===== config.mk =====
export PLATFORM = sky130hd
export DESIGN_NAME = escaper
export DESIGN_NICKNAME = d
export VERILOG_FILES = /design/src/rtl/escaper.sv
export SDC_FILE = /design/constraint.sdc
export NUM_CORES = 1
export LEC_CHECK = 0
export BUFFER_PORTS_ARGS = -buffer_cell sky130_fd_sc_hd__clkbuf_2
export CAP_MARGIN = 0
export CORE_MARGIN = 2
export CORE_UTILIZATION = 40
export DETAILED_ROUTE_END_ITERATION = 8
export HOLD_SLACK_MARGIN = 0.08
export PLACE_DENSITY_LB_ADDON = 0.05
export SYNTH_ARGS = -nofsm -noshare
export SYNTH_HDL_FRONTEND = slang
export SYNTH_SLANG_ARGS = --single-unit

===== constraint.sdc =====
create_clock -name aclk -period 3.1 [get_ports aclk]
set_input_delay 0.62 -clock aclk [delete_from_list [all_inputs] [get_ports aclk]]
set_output_delay 0.62 -clock aclk [all_outputs]
set_load 0.005 [all_outputs]

===== src/rtl/escaper.sv =====
// escaper: AXI4-Stream byte stuffer that prefixes reserved bytes with ESCAPE_BYTE
module escaper #(
  parameter logic [7:0] ESCAPE_BYTE = 8'h7F,
  parameter logic [7:0] START_BYTE  = 8'h7D,
  parameter logic [7:0] STOP_BYTE   = 8'h7E
) (
  input  logic       aclk,
  input  logic       aresetn,
  input  logic       target_tvalid,
  output logic       target_tready,
  input  logic [7:0] target_tdata,
  input  logic       target_tlast,
  output logic       initiator_tvalid,
  input  logic       initiator_tready,
  output logic [7:0] initiator_tdata,
  output logic       initiator_tlast
);
  typedef enum logic {PASS, HOLD} state_t;
  state_t     state, state_d;
  logic [7:0] hold_data, hold_data_d, tdata_d;
  logic       hold_last, hold_last_d, tvalid_d, tlast_d;
  logic       free, accept, reserved;
  assign free          = !initiator_tvalid || initiator_tready;
  assign target_tready = aresetn && state == PASS && free;
  assign accept        = target_tvalid && target_tready;
  assign reserved      = target_tdata == ESCAPE_BYTE || target_tdata == START_BYTE || target_tdata == STOP_BYTE;
  // next state, output register load and hold register capture
  always_comb begin
    state_d     = state;
    tvalid_d    = initiator_tvalid;
    tdata_d     = initiator_tdata;
    tlast_d     = initiator_tlast;
    hold_data_d = hold_data;
    hold_last_d = hold_last;
    if (state == PASS) begin
      if (accept) begin
        tvalid_d    = 1'b1;
        tdata_d     = reserved ? ESCAPE_BYTE : target_tdata;
        tlast_d     = reserved ? 1'b0 : target_tlast;
        hold_data_d = reserved ? target_tdata : hold_data;
        hold_last_d = reserved ? target_tlast : hold_last;
        state_d     = reserved ? HOLD : PASS;
      end else if (free) begin
        tvalid_d = 1'b0;
      end
    end else if (initiator_tready) begin
      tvalid_d = 1'b1;
      tdata_d  = hold_data;
      tlast_d  = hold_last;
      state_d  = PASS;
    end
  end
  // state and registers; reset drops any pending escape and held byte
  always_ff @(posedge aclk or negedge aresetn) begin
    if (!aresetn) begin
      state            <= PASS;
      initiator_tvalid <= 1'b0;
      initiator_tdata  <= 8'h00;
      initiator_tlast  <= 1'b0;
      hold_data        <= 8'h00;
      hold_last        <= 1'b0;
    end else begin
      state            <= state_d;
      initiator_tvalid <= tvalid_d;
      initiator_tdata  <= tdata_d;
      initiator_tlast  <= tlast_d;
      hold_data        <= hold_data_d;
      hold_last        <= hold_last_d;
    end
  end
endmodule

Word level (Yosys, flattened, before mapping)
Cells that the tools add are included.
{ "totals": {"wordCells": 39, "out_inout_bits": 11, "register_bits": 20} }
{ "op_classes": {"n_reduce_logical": 12, "muxes": 16, "eq_ne": 4, "bitwise_logic": 1} }
{ "ops": {"columns": ["cell", "count"], "rows": [
  ["$mux W8", 4],
  ["$eq A8 B7 Y1 const B", 3],
  ["$mux W1", 12],
  ["$reduce_and A2 Y1", 2],
  ["$logic_and A1 B1 Y1", 3],
  ["$logic_or A1 B1 Y1", 3],
  ["$reduce_and A3 Y1", 1],
  ["$reduce_bool A3 Y1", 1],
  ["$ne A2 B2 Y1 const B", 1],
  ["$reduce_bool A2 Y1", 1],
  ["$logic_not A1 Y1", 1],
  ["$not A1 Y1", 1]
]} }

Logic depth before layout (Yosys ltp)
{ "depth": {"ltp_word": 6, "depth_mapped": 5, "depth_no_buf": 4} }

Worst setup path before layout
OpenSTA, ideal clock, no wires.
{ "synth_timing": {"path_kind": "in2reg", "from": "input port target_tdata[7]", "to": "register hold_data[0]", "path_buffers": 0, "path_stages": 4, "setup_slack_ns": 1.426, "arrival_time_ns": 1.549, "setup_ns": 0.125, "t_required_ns": 2.975, "path_cell_list": "and4b_1 o2111ai_4 nor2_8 mux2_4"} }
{ "synth_via": {"elab_chain_cells": 4, "elab_cells_between_ends": 6, "cone_classes": "eq/ne: 3; reduce/logical: 3"} }
{ "synth_lines": {"columns": ["item", "line_no", "source"], "rows": [
  ["from (decl)", "11", "input logic [7:0] target_tdata,"],
  ["$eq A8 B7 Y1", "26", "assign reserved = target_tdata == ESCAPE_BYTE || target_tdata == START_BYTE || target_tdata == STOP_BYTE;"],
  ["$logic_or A1 B1 Y1", "26", null],
  ["$logic_or A1 B1 Y1 (*)", "26", null],
  ["$reduce_and A3 Y1 (no source line) (*)", null, null],
  ["to (signal assigned)", "67", "hold_data <= hold_data_d;"],
  ["to (decl)", "20", "logic [7:0] hold_data, hold_data_d, tdata_d;"]
]} }
Every way passes the cells marked *; elsewhere a longest branch is shown, timed or not.
A chain may end at the register's enable or synchronous reset.

Worst setup path after layout
{ "layout_timing": {"from": "register state", "to": "output port target_tready"} }
{ "layout_via": {"elab_chain_cells": 3} }
{ "layout_lines": {"columns": ["item", "line_no", "source"], "rows": [
  ["from (decl)", "19", "state_t state, state_d;"],
  ["from (signal assigned)", "63", "state <= state_d;"],
  ["$not A1 Y1 (no source line)", null, null],
  ["$logic_and A1 B1 Y1 (2 in series)", "24", "assign target_tready = aresetn && state == PASS && free;"],
  ["to (decl)", "10", "output logic target_tready,"]
]} }
Every way passes these cells.

==> metrics.cfg <==
[power]
cellPowerDensity_nw_per_um2 = 507
power.sequential.fraction_pct = 56.7
p_switching_uw = 138
sw_frac_of_total_pct = 25.3
power_uw = 545
leakage_nw = 0.558
internal_power_uw = 407
p_comb_share_pct = 15.8
p_clk_share_pct = 27.5
ir_drop_mv = 0.273

[clock_network]
cts_resized = 0
clock_sinks = 20
clock_latency_ns = 0.30
postCtsHoldBufs = 0
root_buffer = clkbuf_4
clock_path_buffers = 2
tritoncts = done
htreeDepth = 1
clkTransAtPathRegs_ns = 0.11
cts_buffers = 3
post_cts_buffers = 0

[setup_path]
critPathMaxFanout = 14
worstSetupEndpointType = primary output
cp_data_required_time_ns = 2.48
r2r_start = state
rr_endpoint = initiator_tdata[6]
reg2regPathDepth = 3
worstPathArrival_ns = 1.52
worstSetupPathType = flop to primary output
r2r_slack_ns = 1.14
start_kind = flop

[sta]
hold_ws_ns = 0.294
grt_setup_unrepaired = false
finalHoldViolations = 0
layout_min_cycle_time_ns = 2.14
relSlewSlack_pct = 38.7
clock_skew_ns = 0.00591
worstMarginPinSlew_ns = 0.913
slew_violations = 0
setup_tns_ns = 0
setup_viol = 0
clock.fmax_ghz = 0.467
fin_crit_sh_pct = 69.0

[cells_and_area]
fin_nets = 113
final_util_pct = 49.5
stdcell_count = 127
syn_to_final_growth_pct = 19.6
layout-drive-gt1-share_pct = 38.4
num_antenna_cells = 0

[logic_synthesis]
synth_cells = 74
syn_area_sq_um = 898
synth_top_area_share_pct = 55.7
syn_area_per_cell_sq_um = 12.1
yosysTopAreaCell = dfrtp_1
ys_ff_latch = 20
synth_fp_nets = 87
synth_cell_types = 22
synthTopCellsByArea = dfrtp_1 56%, mux2i_1 6.7%, mux2_4 5.0%, o21ai_0 3.9%, or2_2 3.5%
yosys_warnings = 0
synth-seq-area-share_pct = 55.7

[floorplan]
die_h_microns = 51.4
dieArea_sq_um = 2640
initial_core_util_pct = 41.4
ioPinCount = 24
fp-row-count = 17
core_sq_um = 2170
die_w_microns = 51.4

[global_route]
grt_max_degree = 24
gr-total-overflow = 0
grt_pass1_wl_microns = 2920
antenna_found_initial = 0
track_usage_pct = 15.5
grt_pass1_vias = 624

[routing]
vias = 639
drt_iter0_markers = 1
drt.antenna.violating_nets = 0
routed_via_density = 5.03
wl_per_cell_microns = 13.4
wirelength_microns = 1710
remaining_drc_errors = 0
first_pass_iters = 3

[place]
port_buffers = 23
placedCellCount = 123
gp_congestion = 0.691

[hold_path]
min_path_type = input port to asynchronous set/reset pin

[job]
maxCapViolCount = 0

[status]
outcome = completed

per-layer routing:
metal / routed length, microns / global-route usage, % / vias up
met3: 86 / 3.80 / 4
met4: 31 / 7.89 / 0
met1: 738 / 19.8 / 306
met2: 848 / 24.1 / 15
met5: 0 / 0 / -
li1: - / - / 314
critical path: stages, from the launching register on:
cell and delay (ns):
dfrtp_1 0.72, inv_1 0.21, and3_1 0.19, clkbuf_2 0.10
cells by family after synthesis:
logic type	share of synthesized area, %
AND/OR/NAND/NOR	18.2
buffers and inverters	1.53
multiplexers	11.7
flip-flops	55.7
AO/OA/AOI/OAI	12.8
cells in the mapped netlist:
library cell,count
or2_2,5
and3_1,1
a21oi_1,1
buf_2,2
inv_1,1
mux2_4,3
nor2b_1,2
nand3_1,3
nor2_1,3
a21o_1,3
dfrtp_1,20
nand2_1,8
o2111ai_4,1
nand4_4,1
mux2i_1,6
nor2_8,1
o21ai_1,1
o22ai_1,1
nand2b_1,1
a22oi_1,2
and4b_1,1
o21ai_0,7
through the flow:
stage	worst slack (ns)	cell area [sq um]
5_1_grt	0.845	1070
2_1_floorplan	1.43	898
6_report	0.961	1070
3_5_place_dp	0.860	1040
3_3_place_gp	0.940	1040
4_1_cts	0.944	1070
sequential cells by signal (all words and copies together) (netlist names):
name and cells:
hold_data 8, hold_last 1, initiator_tdata 8, initiator_tlast 1
initiator_tvalid 1, state 1
layout by cell type (no fill, tap or decap), types with 2 or more instances in the layout:
master	count
clkbuf_2	23
dfrtp_1	20
nand2_1	8
o21ai_0	7
mux2i_1	6
or2_2	5
mux2_4	3
nor2_1	3
a21o_1	3
nand3_1	3
clkbuf_4	3
a22oi_1	2
nor2b_1	2
power by group through the flow:
| stage | registers (mW) | clock network (mW) | logic [mW] |
|---|---|---|---|
| after floorplan | 0.313 | 0 | 0.0392 |
| after global placement | 0.314 | 0 | 0.0865 |
| after detailed placement | 0.315 | 0 | 0.0888 |
| after CTS | 0.310 | 0.155 | 0.0886 |
| after global routing | 0.314 | 0.166 | 0.0988 |
| final | 0.309 | 0.150 | 0.0860 |
how the worst max path moves through the flow:
| stage | slack (ns) | to | start |
|---|---|---|---|
| floorplan | 1.43 | hold_data[0] | target_tdata[7] |
| global placement | 0.94 | initiator_tlast | aresetn |
| detailed placement | 0.86 | initiator_tdata[5] | aresetn |
| CTS | 0.94 | target_tready | state |
| global route | 0.85 | target_tready | state |
| finish | 0.96 | target_tready | state |
final cells by class:
| cell class | instances | area (sq um) |
|---|---|---|
| Fill cell | 221 | 1090 |
| Sequential cell | 20 | 500 |
| Multi-Input combinational cell | 51 | 384 |
| Timing Repair Buffer | 23 | 115 |
| Clock buffer | 4 | 36.3 |
| Tap cell | 28 | 35.0 |
| Inverter | 1 | 3.75 |
No activity file was read; power rests on OpenSTA's default activity.
